<file path="config.mk">
export PLATFORM = sky130hd
export DESIGN_NAME = branch_target_buffer
export DESIGN_NICKNAME = d
export VERILOG_FILES = /design/src/rtl/bp_pkg.sv /design/src/rtl/bp_sat_counter.sv /design/src/rtl/branch_target_buffer.sv
export SDC_FILE = /design/constraint.sdc
export NUM_CORES = 2
export LEC_CHECK = 0
export CORE_MARGIN = 2
export CORE_UTILIZATION = 35
export CTS_BUF_LIST = sky130_fd_sc_hd__clkbuf_16
export DETAILED_ROUTE_END_ITERATION = 12
export GPL_ROUTABILITY_DRIVEN = 0
export SLEW_MARGIN = 20
export SYNTH_ARGS = -nofsm -noshare
export SYNTH_HDL_FRONTEND = slang
export SYNTH_SLANG_ARGS = --single-unit
</file>
<file path="constraint.sdc">
create_clock -name clk -period 16.66 [get_ports clk]
set_clock_uncertainty 0.05 [all_clocks]
set_input_delay 3.332 -clock clk [delete_from_list [all_inputs] [get_ports clk]]
set_output_delay 3.332 -clock clk [all_outputs]
set_load 0.005 [all_outputs]
</file>
<file path="src/rtl/bp_pkg.sv">
// Shared branch-prediction types, counter constants and helpers.
// Imported by the BTB and any other predictor in the BP group.
package bp_pkg;

  localparam int BP_WIDTH = 32;
  localparam int BP_TAG_W = 8;

  typedef logic [1:0] ctr_t;

  localparam ctr_t CTR_WEAK_TAKEN = 2'b10;
  localparam ctr_t CTR_MAX        = 2'b11;
  localparam ctr_t CTR_MIN        = 2'b00;

  typedef struct packed {
    logic                valid;
    logic [BP_TAG_W-1:0] tag;
    logic [BP_WIDTH-1:0] target;
    ctr_t                ctr;
  } btb_entry_t;

  typedef enum logic {
    BTB_INIT,
    BTB_READY
  } btb_state_t;

  function automatic ctr_t sat_inc(input ctr_t c);
    return (c == CTR_MAX) ? CTR_MAX : c + 2'd1;
  endfunction

  function automatic ctr_t sat_dec(input ctr_t c);
    return (c == CTR_MIN) ? CTR_MIN : c - 2'd1;
  endfunction

endpackage

</file>
<file path="src/rtl/bp_sat_counter.sv">
// 2-bit saturating counter next-state function.
// Pure combinational; state lives with the caller.
module bp_sat_counter
  import bp_pkg::*;
(
  input  ctr_t ctr,
  input  logic taken,
  output ctr_t ctr_next
);

  assign ctr_next = taken ? sat_inc(ctr) : sat_dec(ctr);

endmodule

</file>
<file path="src/rtl/branch_target_buffer.sv">
// Direct-mapped BTB: combinational fetch lookup, EX-stage training,
// valid bits cleared by a one-entry-per-cycle sweep after reset/flush.
module branch_target_buffer
  import bp_pkg::*;
#(
  parameter int WIDTH   = 32,
  parameter int ENTRIES = 64,
  parameter int IDX_W   = $clog2(ENTRIES),
  parameter int TAG_W   = 8
) (
  input  logic             clk,
  input  logic             rst,
  input  logic [WIDTH-1:0] PC_F,
  input  logic [WIDTH-1:0] PC_EX,
  input  logic [WIDTH-1:0] target_EX,
  input  logic             branch_en_EX,
  input  logic             feedback_from_ALU,
  input  logic             flush_btb,
  output logic             hit_F,
  output logic             branch_en_F,
  output logic [WIDTH-1:0] PC_destination,
  output logic             ready
);

  localparam int TAG_HI = IDX_W + TAG_W + 1;
  localparam logic [IDX_W-1:0] LAST_IDX = IDX_W'(ENTRIES - 1);

  logic [IDX_W-1:0] idx_f;
  logic [IDX_W-1:0] idx_ex;
  logic [TAG_W-1:0] tag_f;
  logic [TAG_W-1:0] tag_ex;

  assign idx_f  = PC_F[IDX_W+1:2];
  assign idx_ex = PC_EX[IDX_W+1:2];
  assign tag_f  = PC_F[TAG_HI:IDX_W+2];
  assign tag_ex = PC_EX[TAG_HI:IDX_W+2];

  logic unused_pc_bits;
  assign unused_pc_bits = ^{PC_F[1:0], PC_F[WIDTH-1:TAG_HI+1],
                            PC_EX[1:0], PC_EX[WIDTH-1:TAG_HI+1]};

  logic [ENTRIES-1:0] valid_q;
  logic [TAG_W-1:0]   tag_q [ENTRIES];
  logic [WIDTH-1:0]   tgt_q [ENTRIES];
  ctr_t               ctr_q [ENTRIES];

  btb_state_t       state_q;
  btb_state_t       state_d;
  logic [IDX_W-1:0] sweep_q;
  logic [IDX_W-1:0] sweep_d;

  always_comb begin
    state_d = state_q;
    sweep_d = sweep_q;
    unique case (state_q)
      BTB_INIT: begin
        sweep_d = sweep_q + 1'b1;
        if (sweep_q == LAST_IDX) state_d = BTB_READY;
      end
      BTB_READY: begin
        if (flush_btb) begin
          state_d = BTB_INIT;
          sweep_d = '0;
        end
      end
      default: begin
        state_d = BTB_INIT;
        sweep_d = '0;
      end
    endcase
  end

  always_ff @(posedge clk) begin
    if (rst) begin
      state_q <= BTB_INIT;
      sweep_q <= '0;
    end else begin
      state_q <= state_d;
      sweep_q <= sweep_d;
    end
  end

  logic active;
  assign ready  = (state_q == BTB_READY);
  assign active = ready && !rst;

  always_comb begin
    hit_F          = active && valid_q[idx_f] && (tag_q[idx_f] == tag_f);
    branch_en_F    = hit_F && ctr_q[idx_f][1];
    PC_destination = hit_F ? tgt_q[idx_f] : '0;
  end

  logic ex_hit;
  logic upd;
  logic wr_hit;
  logic wr_alloc;
  ctr_t ctr_nxt;

  assign ex_hit   = valid_q[idx_ex] && (tag_q[idx_ex] == tag_ex);
  assign upd      = active && !flush_btb && branch_en_EX;
  assign wr_hit   = upd && ex_hit;
  assign wr_alloc = upd && !ex_hit && feedback_from_ALU;

  bp_sat_counter u_ctr (
    .ctr      (ctr_q[idx_ex]),
    .taken    (feedback_from_ALU),
    .ctr_next (ctr_nxt)
  );

  // Valid bits have no reset; the sweep is the only clear path.
  always_ff @(posedge clk) begin
    if (state_q == BTB_INIT) begin
      valid_q[sweep_q] <= 1'b0;
    end else if (wr_alloc) begin
      valid_q[idx_ex] <= 1'b1;
    end
  end

  always_ff @(posedge clk) begin
    if (wr_hit) begin
      ctr_q[idx_ex] <= ctr_nxt;
      if (feedback_from_ALU) tgt_q[idx_ex] <= target_EX;
    end else if (wr_alloc) begin
      tag_q[idx_ex] <= tag_ex;
      tgt_q[idx_ex] <= target_EX;
      ctr_q[idx_ex] <= CTR_WEAK_TAKEN;
    end
  end

endmodule

</file>
# Yosys cells after proc, flatten, opt, wreduce, memory -nomap -nowiden
# Memories as Yosys holds them, arrays and structs flattened.
# Index checks and enable logic that the tools add are counted.
[word_totals]
elab_cells = 71
input_bits = 101
out_inout_bits = 35
n_memories = 3
reg_bits = 71
ramBits = 2688
[memory_table]
columns = ["name", "words", "word_bits", "read_ports", "rd_clocked_by_memory_dff", "wr", "line", "source"]
rows = [
  ["tgt_q", 64, 32, 1, 0, 1, "branch_target_buffer.sv:44", "logic [WIDTH-1:0] tgt_q [ENTRIES];"],
  ["tag_q", 64, 8, 2, 0, 1, "branch_target_buffer.sv:43", "logic [TAG_W-1:0] tag_q [ENTRIES];"],
  ["ctr_q", 64, 2, 2, 0, 1, "branch_target_buffer.sv:45", "ctr_t ctr_q [ENTRIES];"],
]
[op_classes]
n_reduce_logical = 16
magnitude_cmp = 5
n_mux = 29
bitwise_logic = 6
eq_ne = 6
add_sub_neg = 3
[op_table]
columns = ["op", "count"]
rows = [
  ["$mux W64", 2],
  ["$and A64 B64 Y64", 1],
  ["$mux W32", 2],
  ["$not A64 Y64", 1],
  ["$or A64 B64 Y64", 1],
  ["$lt A6 B7 Y1 const B", 3],
  ["$eq A8 B8 Y1", 2],
  ["$mux W1", 14],
  ["$bmux W1 S6", 2],
  ["$demux W1 S6", 2],
  ["$ge A6 B1 Y1 const B", 2],
  ["$logic_and A1 B1 Y1", 12],
  ["$pmux W6 S2", 1],
  ["$mux W2", 4],
  ["$add A6 B1 Y6 const B", 1],
  ["$eq A6 B6 Y1 const B", 1],
  ["$mux W6", 1],
  ["$logic_not A1 Y1", 3],
  ["$add A2 B1 Y2 const B", 1],
  ["$eq A2 B2 Y1 const B", 1],
  ["$logic_not A2 Y1", 1],
  ["$ne A2 B1 Y1 const B", 1],
  ["$ne A2 B2 Y1 const B", 1],
  ["$or A1 B1 Y1", 2],
  ["3 further kinds", 3],
]

# Longest topological paths before layout
[depth]
ltp_word = 10
depth_mapped = 16
mapped_depth_nobuf = 9

# Hierarchy
# A second synthesis with hierarchy kept.
[hier_totals]
hier_cells = 5321
area_unflattened_um2 = 112673.1
[by_module_without_submodules]
columns = ["mod", "instances", "area_each_um2", "cells_per_inst", "seq_area_each_um2"]
rows = [
  ["branch_target_buffer", 1, 112646.8, 5318, 82779.4],
  ["bp_sat_counter", 1, 26.3, 3, 0.0],
]

# Least setup slack after synthesis
# No wires, ideal clock.
[synth_path]
kind = "input to output"
start = "in PC_F[2]"
end = "out PC_destination[10]"
arrival_ps = 6534
stages = 10
path_slack_ps = 6744
t_required_ps = 13278
n_path_buf = 6
cell_sequence = "buf_2 buf_6 buf_4 buf_4 clkbuf_1 buf_1 mux4_2 mux4_2 mux4_2 and3_1"
[synth_via]
elab_chain_cells = 5
elab_cells_between_ends = 8
classes_between = "eq/ne (1); mux (3); reduce/logical (2); memory (2)"
[synth_rtl]
columns = ["item", "line", "source"]
rows = [
  ["from (decl)", "branch_target_buffer.sv:13", "input logic [WIDTH-1:0] PC_F,"],
  ["branches (longest 4 deep; another with $mem_v2 Z64 W8)", "-", ""],
  ["$mux W32 *", "branch_target_buffer.sv:90", "PC_destination = hit_F ? tgt_q[idx_f] : '0;"],
  ["to (decl)", "branch_target_buffer.sv:21", "output logic [WIDTH-1:0] PC_destination,"],
]
# Mark *: on every way between the ends. The select of a mux whose other input is x is not followed.

# Worst setup path in the final report
[layout_path]
start = "in PC_F[2]"
end = "out PC_destination[29]"
# The elaborated chain is that of the path after synthesis.

==> results_dict.tcl <==
set metrics [dict create \
    swShare 0.217 \
    setup_viol 0 \
    cts_tree "built" \
    period_minus_slack_ps 12690 \
    p_leak_uw 0.0390 \
    wire_per_inst_um 33.1 \
    layout-drive-gt1-share 0.291 \
    yosysUniqueCellTypes 63 \
    critPathRequiredTime_ps 13280 \
    synth-edff-count 2752 \
    synth.avg_cell_area_um2 21.1 \
    critPathArrivalTime_ps 9300 \
    synth_warnings 0 \
    fp.dieH_um 571 \
    fin_setup_tns_ps 0 \
    grt_pass1_wl_mm 462 \
    syn_inst 5341 \
    status "finished clean" \
    antenna_left 0 \
    hpwl_mm 174 \
    cp_cell_sequence "buf_8 > buf_4 > mux4_2 > nor2b_1 > a211oi_1 > a21oi_1 > mux4_2 > xnor2_1 > nand4b_1 > nor4_4 > buf_4 > and3_1 > clkdlybuf4s50_1" \
    ys_ff_latch 2759 \
    cts_setup_buffers 0 \
    io_pins 136 \
    ir_worst_vdd_mv 0.0799 \
    ys_seq_area_frac 0.735 \
    insertion_delay_ps 860 \
    clkPwrFrac 0.431 \
    multi_input_area_um2 28800 \
    antenna_found_initial 31 \
    synth_flop_cell "edfxtp_1" \
    max_slew_margin 0.205 \
    grt_max_degree 136 \
    powerDensity_nw_per_um2 116 \
    grtUsageMet3 0.0378 \
    grt.met2_usage 0.311 \
    hp-class "flip-flop to flip-flop" \
    register_area_um2 82800 \
    end_kind "primary output" \
    p_int_uw 11700 \
    synth_most_common_cell "edfxtp_1" \
    busiest_layer "met2" \
    clockBufferDepth 4 \
    worstMarginPinSlew_ps 1190 \
    seqPwrFrac 0.515 \
    wirelength_mm 333 \
    p_sw_uw 3220 \
    root_buffer "clkbuf_16" \
    syn2layout_area_growth_pct 14.2 \
    h-tree-depth 5 \
    cts.reportedPaths.clkPinSlew_ps 50 \
    synthArstFlopShare 0 \
    syn-cell-area_um2 113000 \
    synth_area_leader_cell "edfxtp_1" \
    drcViolationCount 0 \
    fin_nets 5629 \
    overflow 0 \
    hold_buffers 0 \
    die_width_um 571 \
    synth_nets 5443 \
    critPathMaxFanout 46 \
    synth_common_cells "2752 x edfxtp_1, 878 x mux4_2, 227 x nor2_1, 197 x clkbuf_1, 181 x nand2_1" \
    drtIter0Drc 8763 \
    num-fill-cells 28293 \
    firstDrtPassIters 5 \
    ctsResizeCount 0 \
    period_share 0.761 \
    path_class "input pin to primary output" \
    coreArea_um2 321000 \
    cts_buffers 292 \
    port-buffer-count 99 \
    globalRouteMet1Util 0.280 \
    grt_setup_unrepaired "no" \
    clkSinkCount 2759 \
    clock.fmax_mhz 78.8 \
    crit_slowest_cell "buf_4" \
    grt_pass1_vias 59333 \
    drv_cap 0 \
    grtUsageTotal 0.201 \
    max_stage_delay_ps 790 \
    avgViaCountPerCell 5.93 \
    initial_core_util 0.351 \
    rows 208 \
    dieArea_um2 326000 \
    r2r_slack_ps 11610 \
    hold_viol_final 0 \
    synthTopCellsByArea "edfxtp_1 73%, mux4_2 18%, mux2i_1 1.0%, nor2_1 0.76%, o21ai_0 0.74%" \
    yosys.area.top_type_share 0.734 \
    holdWs_ps 581 \
    cp-start-kind "input pin" \
    final_max_slew_viol_count 0 \
    p_comb_frac 0.054 \
    vias 59709 \
]
## per-layer routing
layer | share of wire | up-vias | wire (um)
met4 | 0.042 | 12 | 14000
met3 | 0.096 | 651 | 32000
met1 | 0.40 | 32277 | 132000
li1 | - | 23216 | -
met2 | 0.46 | 3553 | 155000
met5 | 0.00023 | - | 75
## final timing paths
check	cells after the start	startpoint	to
setup / recovery	13	PC_F[2]	PC_destination[29]
hold / removal	2	valid_q[34]$_DFFE_PP_	valid_q[34]$_DFFE_PP_
setup reg to reg	11	tag_q[60][3]$_DFFE_PP_	ctr_q[29][1]$_DFFE_PP_
hold reg to reg	2	valid_q[34]$_DFFE_PP_	valid_q[34]$_DFFE_PP_
## area by class of cell
cell class / instances / share of cell area
clock inverter: 223 / 0.0147
clock buffer: 298 / 0.0580
timing repair buffer: 260 / 0.0166
multi-input combinational: 2209 / 0.224
sequential: 2759 / 0.644
tap: 4305 / 0.0419
inverter: 5 / 0.000146
antenna: 5 / 0.0000973
## cell usage in the layout, fill, tap and decap left out, drive strengths merged, types with 14 or more instances in the layout
master,instances
edfxtp,2752
mux4,878
clkbuf,298
nor2,227
buf,210
nand2,181
o21ai,167
clkinv,121
mux2i,114
a22oi,89
a221oi,70
nor3,68
inv,67
mux2,59
clkdlybuf4s50,50
a21oi,44
and3,37
o22ai,35
a221o,28
bufinv,28
a211oi,20
nor2b,20
a31oi,16
a22o,14
## flip-flops by register name (all words and copies together) (netlist names)
register  cells
tag_q       512
sweep_q       6
ctr_q       128
ready         1
tgt_q      2048
valid_q      64
## power by group through the flow
stage          clock network, uW  logic [uW]  registers (uW)
2_1_floorplan                  0         468            7810
3_3_place_gp                   0         789            7810
3_5_place_dp                   0         800            7810
4_1_cts                     6500         800            7670
5_1_grt                     6770         842            7660
6_report                    6410         803            7670
## cells by family (layout without fill, tap and decap cells)
family | Yosys count | after routing | share of synthesized area
other | 0 | 5 | 0
buffers and inverters | 373 | 786 | 0.0145
DFF | 2759 | 2759 | 0.735
and+or+nand+nor | 610 | 610 | 0.0248
adders and majority gates | 1 | 1 | 0.000111
xor gates and xnor gates | 17 | 17 | 0.00132
muxes | 1051 | 1051 | 0.192
AOI/OAI and AO/OA | 530 | 530 | 0.0322
## worst max-delay path, delay by kind of cell
kind	cells	cell delay [ps]
xor gates and xnor gates	1	230
and+or+nand+nor	4	1210
buffers and inverters	4	2260
AOI/OAI and AO/OA	2	970
muxes	2	1150
## stage by stage
step | total power (uW) | instances | instance area (um2) | worst slack [ps] | utilization
after CTS | 15000 | 10058 | 128000 | 3980 | 0.401
after detailed placement | 8610 | 9537 | 119000 | 4010 | 0.372
final | 14900 | 10064 | 129000 | 3970 | 0.401
after global placement | 8600 | 9536 | 119000 | 4060 | 0.371
after global routing | 15300 | 10063 | 129000 | 3770 | 0.401
after floorplan | 8280 | 5341 | 113000 | 6740 | -
Power figures use the tool's default switching activity.
